**config.mk**
```make
export PLATFORM = sky130hd
export DESIGN_NAME = frame_scheduler
export DESIGN_NICKNAME = d
export VERILOG_FILES = /design/src/rtl/frame_scheduler.sv
export SDC_FILE = /design/constraint.sdc
export NUM_CORES = 1
export LEC_CHECK = 0
export BUFFER_PORTS_ARGS = -buffer_cell sky130_fd_sc_hd__buf_2
export CORE_MARGIN = 1
export CORE_UTILIZATION = 41
export CTS_CLUSTER_DIAMETER = 50
export CTS_CLUSTER_SIZE = 16
export DETAILED_ROUTE_END_ITERATION = 12
export GPL_TIMING_DRIVEN = 0
export PLACE_DENSITY = 0.7
export SYNTH_ARGS = -nofsm -noshare
export SYNTH_HDL_FRONTEND = slang
export SYNTH_SLANG_ARGS = --single-unit
export TNS_END_PERCENT = 20
```
**constraint.sdc**
```tcl
create_clock -name clk -period 2.7 [get_ports clk]
set_clock_uncertainty 0.15 [all_clocks]
set_input_delay 0.27 -clock clk [delete_from_list [all_inputs] [get_ports clk]]
set_output_delay 0.27 -clock clk [all_outputs]
set_load 0.03 [all_outputs]
```
**src/rtl/frame_scheduler.sv**
```systemverilog
// Raster-order pixel scheduler for an HLS ap_ctrl_hs core, with a small result FIFO.
// FRAME mode streams a whole frame; STEP mode releases one pixel per start edge.
module frame_scheduler #(
   parameter int unsigned X_BITS     = 8,
   parameter int unsigned Y_BITS     = 8,
   parameter int unsigned COORD_W    = 16,
   parameter int unsigned PIX_W      = 24,
   parameter int unsigned FIFO_DEPTH = 4
) (
   input  logic               clk,
   input  logic               reset,
   input  logic               start,
   input  logic               abort,
   input  logic               mode_step,
   input  logic [X_BITS-1:0]  width_m1,
   input  logic [Y_BITS-1:0]  height_m1,
   output logic               core_start,
   input  logic               core_ready,
   input  logic               core_done,
   input  logic               core_idle,
   input  logic [PIX_W-1:0]   core_return,
   output logic [COORD_W-1:0] core_x,
   output logic [COORD_W-1:0] core_y,
   output logic               out_valid,
   output logic [PIX_W-1:0]   out_data,
   output logic               out_last,
   input  logic               out_ready,
   output logic               busy,
   output logic               frame_done
);

   localparam int unsigned AW   = $clog2(FIFO_DEPTH);
   localparam int unsigned CntW = AW + 1;
   localparam logic [AW:0] DepthCnt = CntW'(FIFO_DEPTH);

   typedef enum logic [2:0] {StIdle, StIssue, StWait, StAdvance, StHold, StDrain} state_e;

   state_e            state_q;
   logic              start_q, abort_q, mode_q, last_q, frame_done_q;
   logic [X_BITS-1:0] x_q, w_q;
   logic [Y_BITS-1:0] y_q, h_q;
   logic [PIX_W:0]    mem_q [FIFO_DEPTH];
   logic [AW-1:0]     wr_q, rd_q;
   logic [AW:0]       cnt_q;
   logic              start_edge, at_end, push, pop, push_last;

   assign start_edge = start & ~start_q;
   assign at_end     = (x_q == w_q) && (y_q == h_q);

   // Abort suppresses the request in the same cycle so no new pixel is launched.
   assign core_start = (state_q == StIssue) && (cnt_q < DepthCnt) && core_idle && !abort;

   assign push = ((state_q == StIssue) && core_start && core_ready && core_done) ||
                 ((state_q == StWait) && core_done);
   assign push_last = at_end || abort_q || abort;
   assign pop       = (cnt_q != '0) && out_ready;

   assign out_valid  = (cnt_q != '0);
   assign out_data   = mem_q[rd_q][PIX_W-1:0];
   assign out_last   = mem_q[rd_q][PIX_W] & out_valid;
   assign core_x     = COORD_W'(x_q);
   assign core_y     = COORD_W'(y_q);
   assign busy       = (state_q != StIdle);
   assign frame_done = frame_done_q;

   always_ff @(posedge clk) begin
      if (push) begin
         mem_q[wr_q] <= {push_last, core_return};
      end
   end

   always_ff @(posedge clk) begin
      if (reset) begin
         state_q      <= StIdle;
         start_q      <= 1'b0;
         abort_q      <= 1'b0;
         mode_q       <= 1'b0;
         last_q       <= 1'b0;
         frame_done_q <= 1'b0;
         x_q          <= '0;
         y_q          <= '0;
         w_q          <= '0;
         h_q          <= '0;
         wr_q         <= '0;
         rd_q         <= '0;
         cnt_q        <= '0;
      end else begin
         start_q      <= start;
         frame_done_q <= 1'b0;
         if (push) wr_q <= wr_q + AW'(1);
         if (pop)  rd_q <= rd_q + AW'(1);
         case ({push, pop})
            2'b10:   cnt_q <= cnt_q + CntW'(1);
            2'b01:   cnt_q <= cnt_q - CntW'(1);
            default: cnt_q <= cnt_q;
         endcase

         case (state_q)
            StIdle: begin
               if (start_edge) begin
                  w_q     <= width_m1;
                  h_q     <= height_m1;
                  mode_q  <= mode_step;
                  x_q     <= '0;
                  y_q     <= '0;
                  abort_q <= 1'b0;
                  state_q <= StIssue;
               end
            end
            StIssue: begin
               if (abort) begin
                  state_q <= StDrain;
               end else if (core_start && core_ready) begin
                  last_q  <= push_last;
                  state_q <= core_done ? StAdvance : StWait;
               end
            end
            StWait: begin
               if (abort) abort_q <= 1'b1;
               if (core_done) begin
                  last_q  <= push_last;
                  state_q <= StAdvance;
               end
            end
            StAdvance: begin
               if (last_q || abort) begin
                  state_q <= StDrain;
               end else begin
                  if (x_q == w_q) begin
                     x_q <= '0;
                     y_q <= y_q + Y_BITS'(1);
                  end else begin
                     x_q <= x_q + X_BITS'(1);
                  end
                  state_q <= mode_q ? StHold : StIssue;
               end
            end
            StHold: begin
               if (abort) begin
                  state_q <= StDrain;
               end else if (start_edge) begin
                  state_q <= StIssue;
               end
            end
            StDrain: begin
               if (cnt_q == '0) begin
                  frame_done_q <= 1'b1;
                  state_q      <= StIdle;
               end
            end
            default: state_q <= StIdle;
         endcase
      end
   end

endmodule

```
==> impl_metrics.toml <==
[worst_setup_path]
critPathLaunchType = "register"
cpMostUsedCell = "buf_2"
crit_path_max_incr_delay_ns = 0.56
slowest_stage = "mux4_2"
crit_chain = "buf_2 -> buf_2 -> mux4_2 -> buf_2"
crit_type = "reg2out"
required_ns = 2.28
worstPathMaxFanout = 10
worstSetupEndpointType = "output port"
cp_data_arrival_time_ns = 2.13

[grt]
grt_pass1_wl_mm = 21.89
grt_antenna_before_repair = 0
grt_max_degree = 26
grt.overflow.total = 0
gr-usage-all-layers_pct = 17.70
grt_pass1_vias = 4512

[routing]
vias = 4379
final_antenna_net_count = 0
drt-initial-drc-count = 226
first_pass_iters = 4
wl_per_cell_um = 16.18
drc = 0
vias_per_cell = 5.219
wl_mm = 13.58

[clock_network]
clkTransAtPathRegs_ns = 0.06
clk_path_buf_depth = 2
htree_levels = 4
cts_buffers = 17
worst_skew_pair.late_latency_ns = 0.41
post_cts.repair.setup_buffers = 0
root_buffer = "clkbuf_16"
cts_tree = "done"
clock-sinks = 149

[yosys]
ys_async_sr_fraction_pct = 0
yosys.area_share.adder_pct = 1.687
ys_ff_latch = 149
synth-compound-area-share_pct = 8.629
avgSynthCellArea_um2 = 13.52
synth_top_family_by_area = "simple AND/OR/NAND/NOR gates"
muxShareOfSynthArea_pct = 8.825
yosys_warnings = 0
synthXorXnorAreaFrac_pct = 2.746
ys_seq_area_share_pct = 62.44
netlist_area_mm2 = 0.006380
synth_edf_count = 100
synth_simple_gate_area_share_pct = 10.47
synth_cell_type_count = 56
syn_inst = 472
ys.flop_type = "edfxtp_1"

[job]
max_cap_violations = 0

[run_status]
status = "completed"

[sta]
tightest_slew_ns = 0.6651
fin_ws_ns = 0.1462
setup_viol = 0
fmax_mhz = 391.6
report.final.slew_viol_count = 0
timing.final.crit_share_pct = 94.58
slew_headroom_pct = 55.66
tns_ns = 0
rsz0062_at_grt = "no"
hold_violations = 0
final.min_clock_period_ns = 2.554

[cells_and_area]
multi_input_area_mm2 = 0.002150
layout-drive-gt1-share_pct = 29.80
finish.utilization_pct = 53.55
layout_commonest_cell = "edfxtp_1"
syn_to_final_growth_pct = 27.59
fin_nets = 695
diodes = 0
fillers = 1283
layout.cells.non_filler = 839
final_cell_mix = "100 x edfxtp_1, 98 x buf_2, 49 x nand2_1, 49 x dfxtp_1, 42 x dlygate4sd3_1"
ff_latch_area_mm2 = 0.003984

[floorplanning]
fp.dieW_um = 126.7
rows = 45
ios = 110
dieArea_mm2 = 0.01606
core-area_mm2 = 0.01520
die_h_um = 126.7
start_util_pct = 41.97

[power]
p_leak_uw = 0.003003
ir_drop_v = 0.0004134
power_density_mw_per_mm2 = 652.4
power_uw = 5310

[place]
dp.cells = 765
preCtsSetupSlack_ns = -0.2454
dp_hpwl_mm = 8.916
gp_congestion = 0.8298
port_buffers = 90

[hold_path]
holdCritPathClass = "in2reg"
cell usage after synthesis, types with 2 or more instances:
master,number,area [um2]
o311ai_0,2,17.52
buf_4,18,135.1
nor3b_4,2,37.54
edfxtp_1,100,3003
a31oi_1,7,43.79
o211ai_1,5,37.54
o31ai_1,12,90.09
buf_6,3,33.78
nor4_1,2,12.51
and4_1,2,17.52
o21ai_0,4,20.02
inv_1,12,45.04
buf_2,8,40.04
xnor2_1,9,78.83
nand4_1,13,81.33
a21oi_1,35,175.2
nand3_1,9,45.04
nor2_1,13,48.80
clkbuf_2,2,10.01
a21boi_0,6,45.04
a31o_2,2,17.52
or4_1,7,52.55
and2_1,5,31.28
xor2_1,11,96.34
ha_1,7,87.58
clkbuf_1,17,63.81
mux4_2,25,563.0
nor3_1,5,25.02
and3_1,5,31.28
dfxtp_1,49,980.9
nand2_1,49,183.9
nor2b_1,2,12.51
per-layer routing:
metal / up-vias / part of all wire, % / global-route usage, %
li1: 2090 / - / -
met1: 2140 / 42 / 20.05
met2: 129 / 53 / 32.53
met3: 20 / 4.6 / 4.429
met4: 0 / 1.2 / 5.882
met5: - / 0 / 0
sequential cells by signal (all words and copies together), names as in the netlist, named ones only:
signal      count
mem_q         100
h_q             8
w_q             8
x_q             8
y_q             8
cnt_q           3
state_q         3
rd_q            2
wr_q            2
abort_q         1
frame_done      1
last_q          1
mode_q          1
start_q         1
kinds of logic after synthesis:
kind of cell	after synthesis
other cells	1
mux	25
buf+inv	60
fa+ha+maj	8
flops	149
compound gates	85
xor+xnor	20
simple gates	124
worst paths after layout:
check                                 from  slack, ns          end  cells past startpoint
worst max-delay path              register       0.15  out_data[7]                      4
worst min-delay path                 abort       0.03      abort_q                      3
worst max register to register  state_q[1]       0.20     cnt_q[2]                     11
worst min register to register      w_q[0]       0.32       w_q[0]                      2
report_power, final:
group	internal [uW]	switching (uW)
registers	2470	21.6
clock network	1300	984
logic	214	323
total	3980	1330
final cells by class:
| class | instances | share of cell area, % |
|---|---|---|
| flip-flops and latches | 149 | 48.94 |
| multi-input cells | 278 | 26.41 |
| repair buffers | 132 | 10.70 |
| clock buffers | 18 | 5.272 |
| plain buffers | 48 | 3.504 |
| well taps | 188 | 2.890 |
| clock inverters | 14 | 1.737 |
| inverters | 12 | 0.5533 |
per-stage QoR:
stage	hold WS, ns	instance area [um2]
3_3_place_gp	0.3079	7122
4_1_cts	0.01227	8120
3_5_place_dp	0.3137	7122
5_1_grt	0.03618	8140
2_1_floorplan	0.2189	6436
6_report	0.03200	8140
worst max-delay path, delay by kind of cell, from the launching register on:
family,cells,cell delay [ns]
buffers and inverters,3,0.83
muxes,1,0.56
DFF,1,0.33
timing repair:
item	in CTS	in global routing
resized for setup	6	3
hold endpoints to repair	114	0
hold buffers	42	0
endpoints found under the setup margin	112	2
Note: power is estimated with default switching activity, not from simulation.
